File: config.mk
export PLATFORM = sky130hd
export DESIGN_NAME = inst_decode
export DESIGN_NICKNAME = d
export VERILOG_FILES = /design/src/rtl/decode_pkg.sv /design/src/rtl/inst_decode_logic.sv /design/src/rtl/inst_decode.sv
export SDC_FILE = /design/constraint.sdc
export NUM_CORES = 1
export LEC_CHECK = 0
export CORE_ASPECT_RATIO = 2
export CORE_MARGIN = 1
export CORE_UTILIZATION = 35
export DETAILED_ROUTE_END_ITERATION = 12
export SYNTH_ARGS = -nofsm -noshare
export SYNTH_HDL_FRONTEND = slang
export SYNTH_SLANG_ARGS = --single-unit
File: constraint.sdc
create_clock -name clk -period 5.5 [get_ports clk]
set_clock_uncertainty 0.1 [all_clocks]
set_input_delay 0.825 -clock clk [delete_from_list [all_inputs] [get_ports clk]]
set_output_delay 0.825 -clock clk [all_outputs]
set_load 0.01 [all_outputs]
File: src/rtl/decode_pkg.sv
// Shared decode types: opcodes, imm_gen format codes, load-extension codes and the
// registered bundle carried by the inst_decode skid buffer.
package decode_pkg;

  localparam int BUNDLE_XLEN = 32;

  localparam logic [6:0] OPC_LOAD   = 7'b0000011;
  localparam logic [6:0] OPC_OP_IMM = 7'b0010011;
  localparam logic [6:0] OPC_AUIPC  = 7'b0010111;
  localparam logic [6:0] OPC_STORE  = 7'b0100011;
  localparam logic [6:0] OPC_OP     = 7'b0110011;
  localparam logic [6:0] OPC_LUI    = 7'b0110111;
  localparam logic [6:0] OPC_BRANCH = 7'b1100011;
  localparam logic [6:0] OPC_JALR   = 7'b1100111;
  localparam logic [6:0] OPC_JAL    = 7'b1101111;

  // Format codes understood by imm_gen; RSV codes are produced by other decoders
  typedef enum logic [3:0] {
    IMM_NONE = 4'd0, IMM_RSV1 = 4'd1, IMM_RSV2 = 4'd2, IMM_I = 4'd3, IMM_RSV4 = 4'd4,
    IMM_RSV5 = 4'd5, IMM_S = 4'd6, IMM_B = 4'd7, IMM_J = 4'd8, IMM_U = 4'd9
  } imm_sel_e;

  typedef enum logic [3:0] {
    LD_EXT_B = 4'd0, LD_EXT_H = 4'd1, LD_EXT_W = 4'd2, LD_EXT_BU = 4'd4, LD_EXT_HU = 4'd5
  } ld_ext_e;

  typedef enum logic [1:0] {
    BUF_EMPTY = 2'd0,
    BUF_ONE   = 2'd1,
    BUF_FULL  = 2'd2
  } buf_state_e;

  typedef struct packed {
    logic [BUNDLE_XLEN-1:0] inst;
    logic [BUNDLE_XLEN-1:0] pc;
    logic [3:0]             imm_sel;
    logic [3:0]             ld_ext_sel;
    logic                   uses_imm;
    logic                   illegal;
  } bundle_t;

endpackage

File: src/rtl/inst_decode_logic.sv
// Pure combinational opcode/funct3 decode. The illegal flag is only produced when
// INST_DECODE_ILLEGAL_EN is defined; otherwise it is tied low.
module inst_decode_logic
  import decode_pkg::*;
(
  input  logic [6:0] opcode,
  input  logic [2:0] funct3,
  output logic [3:0] imm_sel,
  output logic [3:0] ld_ext_sel,
  output logic       uses_imm,
  output logic       illegal
);

  always_comb begin
    imm_sel    = IMM_I;
    ld_ext_sel = LD_EXT_W;
    uses_imm   = 1'b1;
    illegal    = 1'b0;
    case (opcode)
      OPC_LOAD: begin
        case (funct3)
          3'b000:  ld_ext_sel = LD_EXT_B;
          3'b001:  ld_ext_sel = LD_EXT_H;
          3'b010:  ld_ext_sel = LD_EXT_W;
          3'b100:  ld_ext_sel = LD_EXT_BU;
          3'b101:  ld_ext_sel = LD_EXT_HU;
          default: illegal    = 1'b1;
        endcase
      end
      OPC_OP_IMM: ;
      OPC_JALR:   illegal = (funct3 != 3'b000);
      OPC_STORE: begin
        imm_sel = IMM_S;
        illegal = (funct3 > 3'b010);
      end
      OPC_BRANCH: begin
        imm_sel = IMM_B;
        illegal = (funct3 == 3'b010) || (funct3 == 3'b011);
      end
      OPC_JAL:             imm_sel  = IMM_J;
      OPC_LUI, OPC_AUIPC:  imm_sel  = IMM_U;
      OPC_OP:              uses_imm = 1'b0;
      default:             illegal  = 1'b1;
    endcase
`ifdef INST_DECODE_ILLEGAL_EN
    // Illegal encodings still flow, but with a neutral decode
    if (illegal) begin
      imm_sel    = IMM_I;
      ld_ext_sel = LD_EXT_W;
      uses_imm   = 1'b0;
    end
`else
    illegal = 1'b0;
`endif
  end

endmodule

File: src/rtl/inst_decode.sv
// Decode stage with a two-entry skid buffer in front of imm_gen/execute.
// Define INST_DECODE_ILLEGAL_EN to add the registered out_illegal output.
//   state     | meaning
//   BUF_EMPTY | main invalid
//   BUF_ONE   | main valid, skid invalid
//   BUF_FULL  | main and skid valid, in_ready low
module inst_decode
  import decode_pkg::*;
#(
  parameter int XLEN = BUNDLE_XLEN
) (
  input  logic            clk,
  input  logic            rst,
  input  logic            flush,
  input  logic            in_valid,
  output logic            in_ready,
  input  logic [XLEN-1:0] in_inst,
  input  logic [XLEN-1:0] in_pc,
  output logic            out_valid,
  input  logic            out_ready,
  output logic [XLEN-1:0] out_inst,
  output logic [XLEN-1:0] out_pc,
  output logic [3:0]      out_imm_sel,
  output logic [3:0]      out_ld_ext_sel,
  output logic            out_uses_imm
`ifdef INST_DECODE_ILLEGAL_EN
  ,
  output logic            out_illegal
`endif
);

  buf_state_e state_q, state_d;
  bundle_t    main_q, main_d;
  bundle_t    skid_q, skid_d;
  bundle_t    new_bundle;
  logic       accept, handoff;

  inst_decode_logic u_logic (
    .opcode     (in_inst[6:0]),
    .funct3     (in_inst[14:12]),
    .imm_sel    (new_bundle.imm_sel),
    .ld_ext_sel (new_bundle.ld_ext_sel),
    .uses_imm   (new_bundle.uses_imm),
    .illegal    (new_bundle.illegal)
  );

  assign new_bundle.inst = in_inst;
  assign new_bundle.pc   = in_pc;

  // in_ready is decoded straight from the state flops, never from out_ready
  assign in_ready  = (state_q != BUF_FULL);
  assign out_valid = (state_q != BUF_EMPTY);
  assign accept    = in_valid && in_ready;
  assign handoff   = out_valid && out_ready;

  always_comb begin
    state_d = state_q;
    main_d  = main_q;
    skid_d  = skid_q;
    if (flush) begin
      state_d = BUF_EMPTY;
    end else begin
      case (state_q)
        BUF_EMPTY: begin
          if (accept) begin
            main_d  = new_bundle;
            state_d = BUF_ONE;
          end
        end
        BUF_ONE: begin
          if (accept && handoff) begin
            main_d = new_bundle;
          end else if (accept) begin
            skid_d  = new_bundle;
            state_d = BUF_FULL;
          end else if (handoff) begin
            state_d = BUF_EMPTY;
          end
        end
        BUF_FULL: begin
          if (handoff) begin
            main_d  = skid_q;
            state_d = BUF_ONE;
          end
        end
        default: state_d = BUF_EMPTY;
      endcase
    end
  end

  always_ff @(posedge clk or posedge rst) begin
    if (rst) begin
      state_q <= BUF_EMPTY;
      main_q  <= '0;
      skid_q  <= '0;
    end else begin
      state_q <= state_d;
      main_q  <= main_d;
      skid_q  <= skid_d;
    end
  end

  assign out_inst       = main_q.inst;
  assign out_pc         = main_q.pc;
  assign out_imm_sel    = main_q.imm_sel;
  assign out_ld_ext_sel = main_q.ld_ext_sel;
  // An illegal bundle never consumes an immediate; redundant with the decode
  assign out_uses_imm   = main_q.uses_imm & ~main_q.illegal;
`ifdef INST_DECODE_ILLEGAL_EN
  assign out_illegal    = main_q.illegal;
`endif

endmodule

* Yosys cells after proc, flatten, opt, wreduce, memory -nomap -nowiden
Index checks and enable logic that the tools add are counted.
** Operators by class
- Equal/unequal tests :: 20
- Muxes and demuxes :: 15
- Bitwise gates (word level) :: 4
- Reduce and logical (&&, ||, !) cells :: 11
** Operator list (number)
- $mux 74 :: 3
- $pmux 74 s3 :: 1
- $eq 7x6->1 const B :: 3
- $pmux 4 s4 :: 1
- $eq 7x7->1 const B :: 2
- $mux 2 :: 6
- $pmux 3 s4 :: 1
- $ne 3x3->1 const B :: 3
- $ne 2x2->1 const B :: 4
- $reduce_and 4->1 :: 2
- $eq 7x2->1 const B :: 1
- $eq 7x5->1 const B :: 1
- $eq 3x3->1 const B :: 2
- $pmux 2 s3 :: 1
- $reduce_and 5->1 :: 1
- $mux 4 :: 1
- $ne 4x4->1 const B :: 1
- $eq 3x1->1 const B :: 1
- $logic_and 1x1->1 :: 3
- $logic_not 3->1 :: 1
- $not 1->1 :: 3
- $reduce_bool 3->1 :: 1
- $eq 2x1->1 const B :: 1
- $eq 2x2->1 const B :: 1
- other kinds (5) :: 5
** Word-level totals
- Flip-flop bits (word level) :: 149
- Input port bits :: 69
- Output and inout port bits :: 75
- Logic and storage cells :: 62

* Depth between registers and ports, before layout
Gate-level depths: netlist of the first run.
- Word-level depth :: 7
- Gate-level depth with buffers :: 7

* Cells and area by module
Synthesis of the first run repeated with hierarchy kept, for this count alone.
** Second synthesis, totals
- Cells, all modules :: 505
- Area, all modules :: 7480.9 sq um
** By module, submodules not included
- inst_decode :: times used 1, cells an instance 484, area an instance 7337.0 sq um, seq. area each 3753.6 sq um
- inst_decode_logic :: times used 1, cells an instance 21, area an instance 143.9 sq um, seq. area each 0.0 sq um

* Worst setup path after synthesis of the first run
OpenSTA, ideal clock, no wires.
- Path type :: input to register
- Start point :: input port flush
- End point :: register main_q (netlist bit out_pc[31])
- Data arrival time :: 1943 ps
- Required time :: 5272 ps
- Slack :: 3329 ps
- Stages on the path :: 6
- Path buffers :: 3
- Path through :: or2_0 -> buf_2 -> o21ai_2 -> buf_6 -> buf_6 -> mux2_1
** Between the ends
- Longest elaborated chain between the ends :: 2
** RTL lines
- start: declaration :: line inst_decode.sv:14 : input logic flush,
- $not 1->1 (no source line)
- $reduce_and 5->1 (no source line)
- end signal: assignment :: line inst_decode.sv:98 : main_q <= main_d;
- end: declaration :: line inst_decode.sv:33 : bundle_t main_q, main_d;
Every way passes these cells.
A chain may end at the register's enable or synchronous reset.

* Worst setup path in the final report of the first run
- Start point :: register state_q[1]
- End point :: output port in_ready
** Between the ends
- Longest elaborated chain between the ends :: 1
** RTL lines
- start: declaration :: line inst_decode.sv:32 : buf_state_e state_q, state_d;
- start signal: assignment :: line inst_decode.sv:97 : state_q <= state_d;
- $ne 2x2->1 :: line inst_decode.sv:51 : assign in_ready = (state_q != BUF_FULL);
- end: declaration :: line inst_decode.sv:16 : output logic in_ready,
Every way passes these cells.

==> results.toml, run 1 <==
[synthesis]
syn_area_mm2 = 0.006988
ys_async_sr_fraction_pct = 100.0
yosysTopAreaCellShare_pct = 52.28
syn_inst = 443
yosys-top-cells-count = "dfrtp_1, mux2_4, mux2_2"
synth_most_common_cell = "dfrtp_1"
synthTopCellsByArea = "dfrtp_1, mux2_4, mux2_2, buf_6, mux2_1"
seq_area_frac_synth_pct = 52.28
synth_fp_nets = 512
syn-mean-instance-area_um2 = 15.77
yosys.cell_types.count = 44
yosysTopAreaCell = "dfrtp_1"
synth_ff_type = "dfrtp_1"
ys_warn_count = 0
synth_edf_count = 0
synth.ff_latch_count = 146

[cells_and_area]
fill_cells = 1782
finalNetCount = 650
drive_gt1_share_pct = 38.22
regArea_mm2 = 0.003654
utilization_pct = 47.13
syn_to_final_growth_pct = 31.23
fin_cells = 853
antennaDiodeCount = 0
multi_input_area_mm2 = 0.003082

[worst_setup_path]
arrival_ns = 2.24
slowest_stage = "nor2b_4"
critical_path_required_ns = 4.58
r2r_slack_ns = 2.87
cp_top_family = "simple AND/OR/NAND/NOR gates"
slowest_delay_ns = 0.64
regToRegEndpoint = "out_inst[20]"
worstPathMaxFanout = 20
worst_setup_path_start_kind = "flip-flop"
worstSetupEndpointType = "output port"
path_cells = "nor2b_4 > inv_2 > clkdlybuf4s50_1"
reg2reg_depth = 4
worstSetupPathType = "reg2out"
crit_buf_inv = 2
r2r_start = "state_q[0]"

[global_routing]
grt_pass1_vias = 4510
gr-total-overflow = 0
antenna_found_initial = 0
grt_max_degree = 113
grt_pass1_wl_um = 24540
grt_usage_pct = 15.89

[cts]
cts.path.max_buffers = 2
cts_tree = "yes"
cts_root_buf = "clkbuf_16"
cts_setup_buffers = 0
cts_max_level = 4
cts_buffers = 17
clkTransAtPathRegs_ns = 0.06
cts_sinks = 146
cts_resized = 0
ctsHoldBuffers = 0
clk_latency_ns = 0.41

[timing]
relSlewSlack_pct = 32.46
worst_slew_pin_slew_ns = 1.013
finalHoldViolCount = 0
final-setup-viol-count = 0
period_share_pct = 57.51
rsz0062_at_grt = "no"
maxSlewViolCount = 0
fmax_mhz = 316.1
fin_tns_setup_ns = 0
fin_crit_ns = 3.163

[die]
start_util_pct = 35.91
die_h_um = 201.8
dieWidth_um = 101.9
row_count = 72
die-area_mm2 = 0.02057
io_pins = 144
placeableCoreArea_mm2 = 0.01946

[place]
gp_congestion = 0.7564
hpwl_um = 10440
dp.cells = 821
io_buffer_count = 142

[routing]
wl_per_cell_um = 17.92
antenna_left = 0
wirelength_um = 15280
drtPass1Iterations = 4
drc = 0
routed_via_density = 4.785
num_vias = 4082
drt_iter0_markers = 93

[min_path]
hold_start = "out_pc[31]"
min_path_type = "reg2reg"
holdPathEnd = "out_pc[31]"
worst_hold_path.num_cells = 1

[power_and_ir_drop]
p_per_area_mw_per_mm2 = 383.2
leakage_uw = 0.004048
ir_drop_mv = 0.1577

[job]
drv_cap = 0

[outcome]
status = "finished clean"
layout by cell type (no fill, tap or decap), types with 2 or more instances in the layout:
master	n
a211oi_1	2
a21oi_1	5
a31oi_1	4
a41oi_1	2
and2_1	2
and3b_1	2
buf_4	5
bufinv_16	4
clkbuf_1	3
clkbuf_16	17
clkdlybuf4s50_1	142
clkinv_4	2
clkinvlp_4	3
dfrtp_1	146
inv_1	3
inv_6	3
mux2_1	16
mux2_2	89
mux2_4	92
mux2i_1	4
nand3_1	4
nand4_1	3
nand4b_1	2
nor2_1	4
nor3b_1	3
o211ai_1	6
o31ai_1	5
or3b_2	2
per-stage QoR:
step / hold slack (ns) / setup slack [ns] / power [µW] / instance area, µm²
finish: 0.3814 / 2.337 / 3514 / 9170
global route: 0.4001 / 2.171 / 3692 / 9170
CTS: 0.3879 / 2.265 / 3563 / 9170
detailed placement: 0.3737 / 2.016 / 2313 / 8542
global placement: 0.3619 / 2.062 / 2287 / 8542
floorplan: 0.3556 / 0.6520 / 1932 / 6988
power by group:
| group | total [µW] | switching (µW) | internal [µW] | leakage (µW) |
|---|---|---|---|---|
| clock | 1230 | 452 | 776 | 0.000294 |
| sequential | 1480 | 146 | 1330 | 0.00175 |
| combinational | 810 | 266 | 545 | 0.00200 |
| total | 3510 | 864 | 2650 | 0.00405 |
per-layer routing:
layer  vias to the layer above  track usage [%]  share of wire (%)
met3                        22            3.043                3.3
met4                         0            7.347                2.5
li1                       1884                -                  -
met1                      2085            18.59                 40
met5                         -                0                  0
met2                        91            27.51                 54
final cells by class:
| cell class | instances | share of cell area [%] |
|---|---|---|
| sequential | 146 | 39.84 |
| multi-input combinational | 264 | 33.61 |
| timing repair buffer | 147 | 15.91 |
| clock buffer | 21 | 4.912 |
| tap | 259 | 3.534 |
| clock inverter | 11 | 1.938 |
| inverter | 5 | 0.2592 |
kinds of logic after synthesis:
group           share of synthesized area, %
other cells                          0.05366
mux                                    37.58
flops                                  52.28
compound gates                         3.080
simple gates                           3.277
buf+inv                                3.724
flip-flops by register name, summed over array words and instances, names as in the netlist:
register and count:
out_pc 32, state_q 2, out_inst 32, skid_q 72, main_q 1, out_imm_sel 4
out_ld_ext_sel 3
worst max-delay path by stage:
stage	startpoint	end	slack, ns	cells past startpoint
6_report	state_q[1]	in_ready	2.34	3
3_3_place_gp	out_ready	out_inst[20]	2.06	5
4_1_cts	state_q[1]	in_ready	2.27	3
5_1_grt	state_q[1]	in_ready	2.17	3
2_1_floorplan	rst	main_q[1]	0.65	1
3_5_place_dp	out_ready	skid_q[54]	2.02	5
Power figures use the tool's default switching activity.
==> inputs of run 2 (changes only) <==
clock period = 2.74 ns   (was 5.5 ns; I/O delays follow)
==> results.toml, run 2 (synthesized netlist as in run 1, its figures left out) <==
[cells_and_area]
antennaDiodeCount = 0
drive_gt1_share_pct = 39.67
final_cell_mix = "dfrtp_1, clkdlybuf4s50_1, mux2_4, mux2_2, clkbuf_16"
largest_register_ffs = 72
syn_to_final_growth_pct = 33.36
finalNetCount = 661
top_register = "skid_q"
final_common_cell = "dfrtp_1"

[cts]
cts_tree = "yes"
cts_setup_buffers = 0
clkTransAtPathRegs_ns = 0.06
cts_resized = 0
cts_buffers = 17
cts.path.max_buffers = 2
ctsHoldBuffers = 0
clk_latency_ns = 0.42
cts_max_level = 4
cts_root_buf = "clkbuf_16"
cts_sinks = 146

[routing]
routed_via_density = 4.828
drc = 0
drt_iter0_markers = 111
drtPass1Iterations = 4
wirelength_um = 16070
num_vias = 4171
antenna_left = 0
wl_per_cell_um = 18.60

[worst_setup_path]
slowest_stage = "clkdlybuf4s50_1"
r2r_start = "state_q[1]"
critical_path_required_ns = 2.23
slowest_delay_ns = 0.60
crit_buf_inv = 2
worst_setup_path_start_kind = "flip-flop"
arrival_ns = 1.87
cp_top_family = "buffers and inverters"
reg2reg_depth = 5
worstSetupEndpointType = "output port"
worstPathMaxFanout = 12
worstSetupPathType = "reg2out"
regToRegEndpoint = "out_pc[29]"
path_cells = "nor2b_4 > inv_2 > clkdlybuf4s50_1"
r2r_slack_ns = 0.71

[die]
io_pins = 144
placeableCoreArea_mm2 = 0.01946
die-area_mm2 = 0.02057
row_count = 72
start_util_pct = 35.91
die_h_um = 201.8
dieWidth_um = 101.9

[power_and_ir_drop]
leakage_uw = 0.004130
ir_drop_mv = 0.3532
design_power_total_uw = 7049
p_per_area_mw_per_mm2 = 756.5

[global_routing]
grt_pass1_wl_um = 25530
grt_pass1_vias = 4602
grt_max_degree = 46
antenna_found_initial = 0
gr-total-overflow = 0
grt_usage_pct = 16.60

[timing]
fmax_mhz = 420.7
fin_tns_setup_ns = 0
finalHoldViolCount = 0
worst_slew_pin_slew_ns = 0.6365
final-setup-viol-count = 0
maxSlewViolCount = 0
relSlewSlack_pct = 57.48
rsz0062_at_grt = "no"
period_share_pct = 86.76
holdWs_ns = 0.3331
fin_crit_ns = 2.377

[min_path]
min_path_type = "in2async"

[outcome]
status = "finished clean"

[place]
hpwl_um = 11190
io_buffer_count = 142
gp_congestion = 0.7303

[job]
drv_cap = 0
## run 2: cell types whose count changed in the layout (fill, tap and decap cells not counted), sizes merged
cell,delta
clkbuf,-3
bufinv,-1
inv,+2
buf,+11
clkinv,+2
## run 2: cell type report
class	instances	area, µm²
Fill cell	1770	10140
Sequential cell	146	3654
Multi-Input combinational cell	264	3082
Timing Repair Buffer	158	1629
Clock buffer	18	429.2
Tap cell	259	324.1
Clock inverter	14	178.9
Inverter	5	22.52
## run 2: stage by stage
stage	instance area (µm²)	worst slack, ns	std cells	utilization (%)
after detailed placement	8711	0.2759	832	44.77
after global routing	9319	0.2677	864	47.89
after global placement	8711	0.2908	832	44.77
final	9319	0.3629	864	47.89
after CTS	9319	0.3090	864	47.89
after floorplan	6992	0.3960	443	-
## run 2: worst register-to-register path: stages (launching register included)
cell and delay [ns]:
dfrtp_1 0.44, nor2b_4 0.16, inv_2 0.25, buf_12 0.28
mux2_2 0.40, mux2_1 0.30
## run 2: how the worst max path moves through the flow
stage	from	depth (start not counted)	end
2_1_floorplan	rst	1	main_q[1]
3_3_place_gp	flush	5	out_inst[9]
3_5_place_dp	flush	5	out_inst[11]
4_1_cts	state_q[1]	3	in_ready
5_1_grt	state_q[1]	3	in_ready
6_report	state_q[1]	3	in_ready
## run 2: layer usage
layer | global-route usage, % | routed length [µm] | up-vias
li1 | - | - | 1903
met1 | 19.54 | 6403 | 2154
met2 | 28.91 | 8794 | 98
met3 | 3.873 | 598 | 16
met4 | 6.020 | 271 | 0
met5 | 0 | 0 | -
## run 2: where the power goes
part	internal (µW)	switching, µW	leakage (µW)
clock network	1450	973	0.000294
registers	2670	302	0.00175
logic	1120	542	0.00208
==> RTL change (config.mk and constraints of run 1) <==
Build with the macro `INST_DECODE_ILLEGAL_EN` defined.
--- a/src/rtl/inst_decode_logic.sv
+++ b/src/rtl/inst_decode_logic.sv
@@ -1,4 +1,6 @@
 // Pure combinational opcode/funct3 decode. The illegal flag is only produced when
 // INST_DECODE_ILLEGAL_EN is defined; otherwise it is tied low.
+`define INST_DECODE_ILLEGAL_EN
+
 module inst_decode_logic
   import decode_pkg::*;
Function (old outputs only; new: out_illegal): changed (a bounded check fails within 4 cycles, from zero or initial values and one cycle with rst high).
==> RTL change against run 1 <==
Sequential cell count is 2 higher. Critical path type is now in -> reg. Global-route usage is 0.064 points lower. Largest cell class unchanged. Area after synthesis is 1.3% lower. Setup slack better by 0.075 ns. Combinational power is 25% lower. Largest power group unchanged. Final area is 5.6% lower. Power is 6.4% lower. Count of clock-buffer cells in the layout is 2 higher. Routed wire length is 3.0% lower.
==> RTL change: results (changes against run 1) <==
Crit path largest cell delay 0.87 ns (was 0.64 ns); number of global-route vias before repair 4725 (was 4510); sequential fraction of the synthesis area 53.68% (was 52.28%); Worst Path Max Fanout 80 (was 20); Yosys cell types 44 (unchanged); Max transition margin 20.91% (was 32.46%); Total Routing Usage GR 15.83% (was 15.89%); share of cells above drive strength 1 15.23% (was 38.22%); top cells by area, synth dfrtp_1, mux2_2, mux2i_1 (was dfrtp_1, mux2_4, mux2_2); Max IR drop VDD 0.0001904 V (was 0.0001577 V); Port Buf Inserts 143 (was 142); max reg flops 73 (was 72); Syn Nets 677 (was 512); met3 GRT Util 3.900% (was 3.043%); P_sw 0.8115 mW (was 0.8637 mW); Yosys top cell area share 53.68% (was 52.28%); Worst path slowest cell nand3_4 (was nor2b_4); top layer reached by signal wires met5 (was met4); dpl ws 1.950 ns (was 2.016 ns); register share of total power 43.9% (was 42.0%); routed length on met3 518 um (was 509 um); dpl hpwl 9882 um (was 10440 um); met2 WL post-DR 7900 um (was 8238 um); CTS Buf Count 17 (unchanged); first-pass GRT wire length 24500 um (was 24540 um); fin nets 740 (was 650); M1 GR Usage 17.70% (was 18.59%); Worst EP arrival 3.27 ns (was 2.24 ns); # H-tree levels 4 (unchanged); status finished, final reports clean (unchanged); via count 4426 (was 4082); Clk pwr share 37.5% (was 34.9%)
==> RTL change: changes by cell type in the layout (fill, tap and decap cells not counted), sizes merged, moves of 4 or more <==
cell / change
mux2i: +61
mux2: -131
o211ai: -5
inv: -4
nor2: +7
o21ai: +73
nand2: +84
==> RTL change: cell type report <==
| cell class | count | area, sq um |
|---|---|---|
| fill | 1825 | 10620 |
| tap | 259 | 324.1 |
| clock inverter | 8 | 148.9 |
| inverter | 3 | 18.77 |
| multi-input combinational | 352 | 2507 |
| sequential | 148 | 3704 |
| clock buffer | 23 | 478.0 |
| timing repair buffer | 149 | 1476 |
==> RTL change: stage by stage <==
| step | cells | total power, mW |
|---|---|---|
| 6_report | 942 | 3.287 |
| 5_1_grt | 942 | 3.466 |
| 4_1_cts | 942 | 3.340 |
| 3_5_place_dp | 911 | 2.086 |
| 3_3_place_gp | 911 | 2.054 |
| 2_1_floorplan | 608 | 1.872 |
==> RTL change: worst min-delay path: cells and delay by family, from the launching register on <==
family / cells / cell delay [ns]
DFF: 1 / 0.34
AOI/OAI and AO/OA: 1 / 0.05
and+or+nand+nor: 1 / 0.05
==> RTL change: logic make-up after synthesis <==
logic type | synth area share [%]
other | 0.05435
AOI/OAI and AO/OA | 7.653
buffers and inverters | 10.30
and+or+nand+nor | 7.962
DFF | 53.68
muxes | 20.35
==> RTL change: final timing paths <==
check / startpoint / end / slack (ns) / depth (start not counted)
worst max-delay path: in_valid / skid_q[30] / 2.41 / 4
worst min-delay path: skid_q[8] / skid_q[8] / 0.38 / 2
max in group asynchronous: rst / out_pc[17] / 3.18 / 3
min in group asynchronous: rst / out_pc[8] / 0.86 / 2
worst min register to register: skid_q[8] / skid_q[8] / 0.38 / 2
worst max register to register: state_q[1] / skid_q[30] / 2.97 / 3
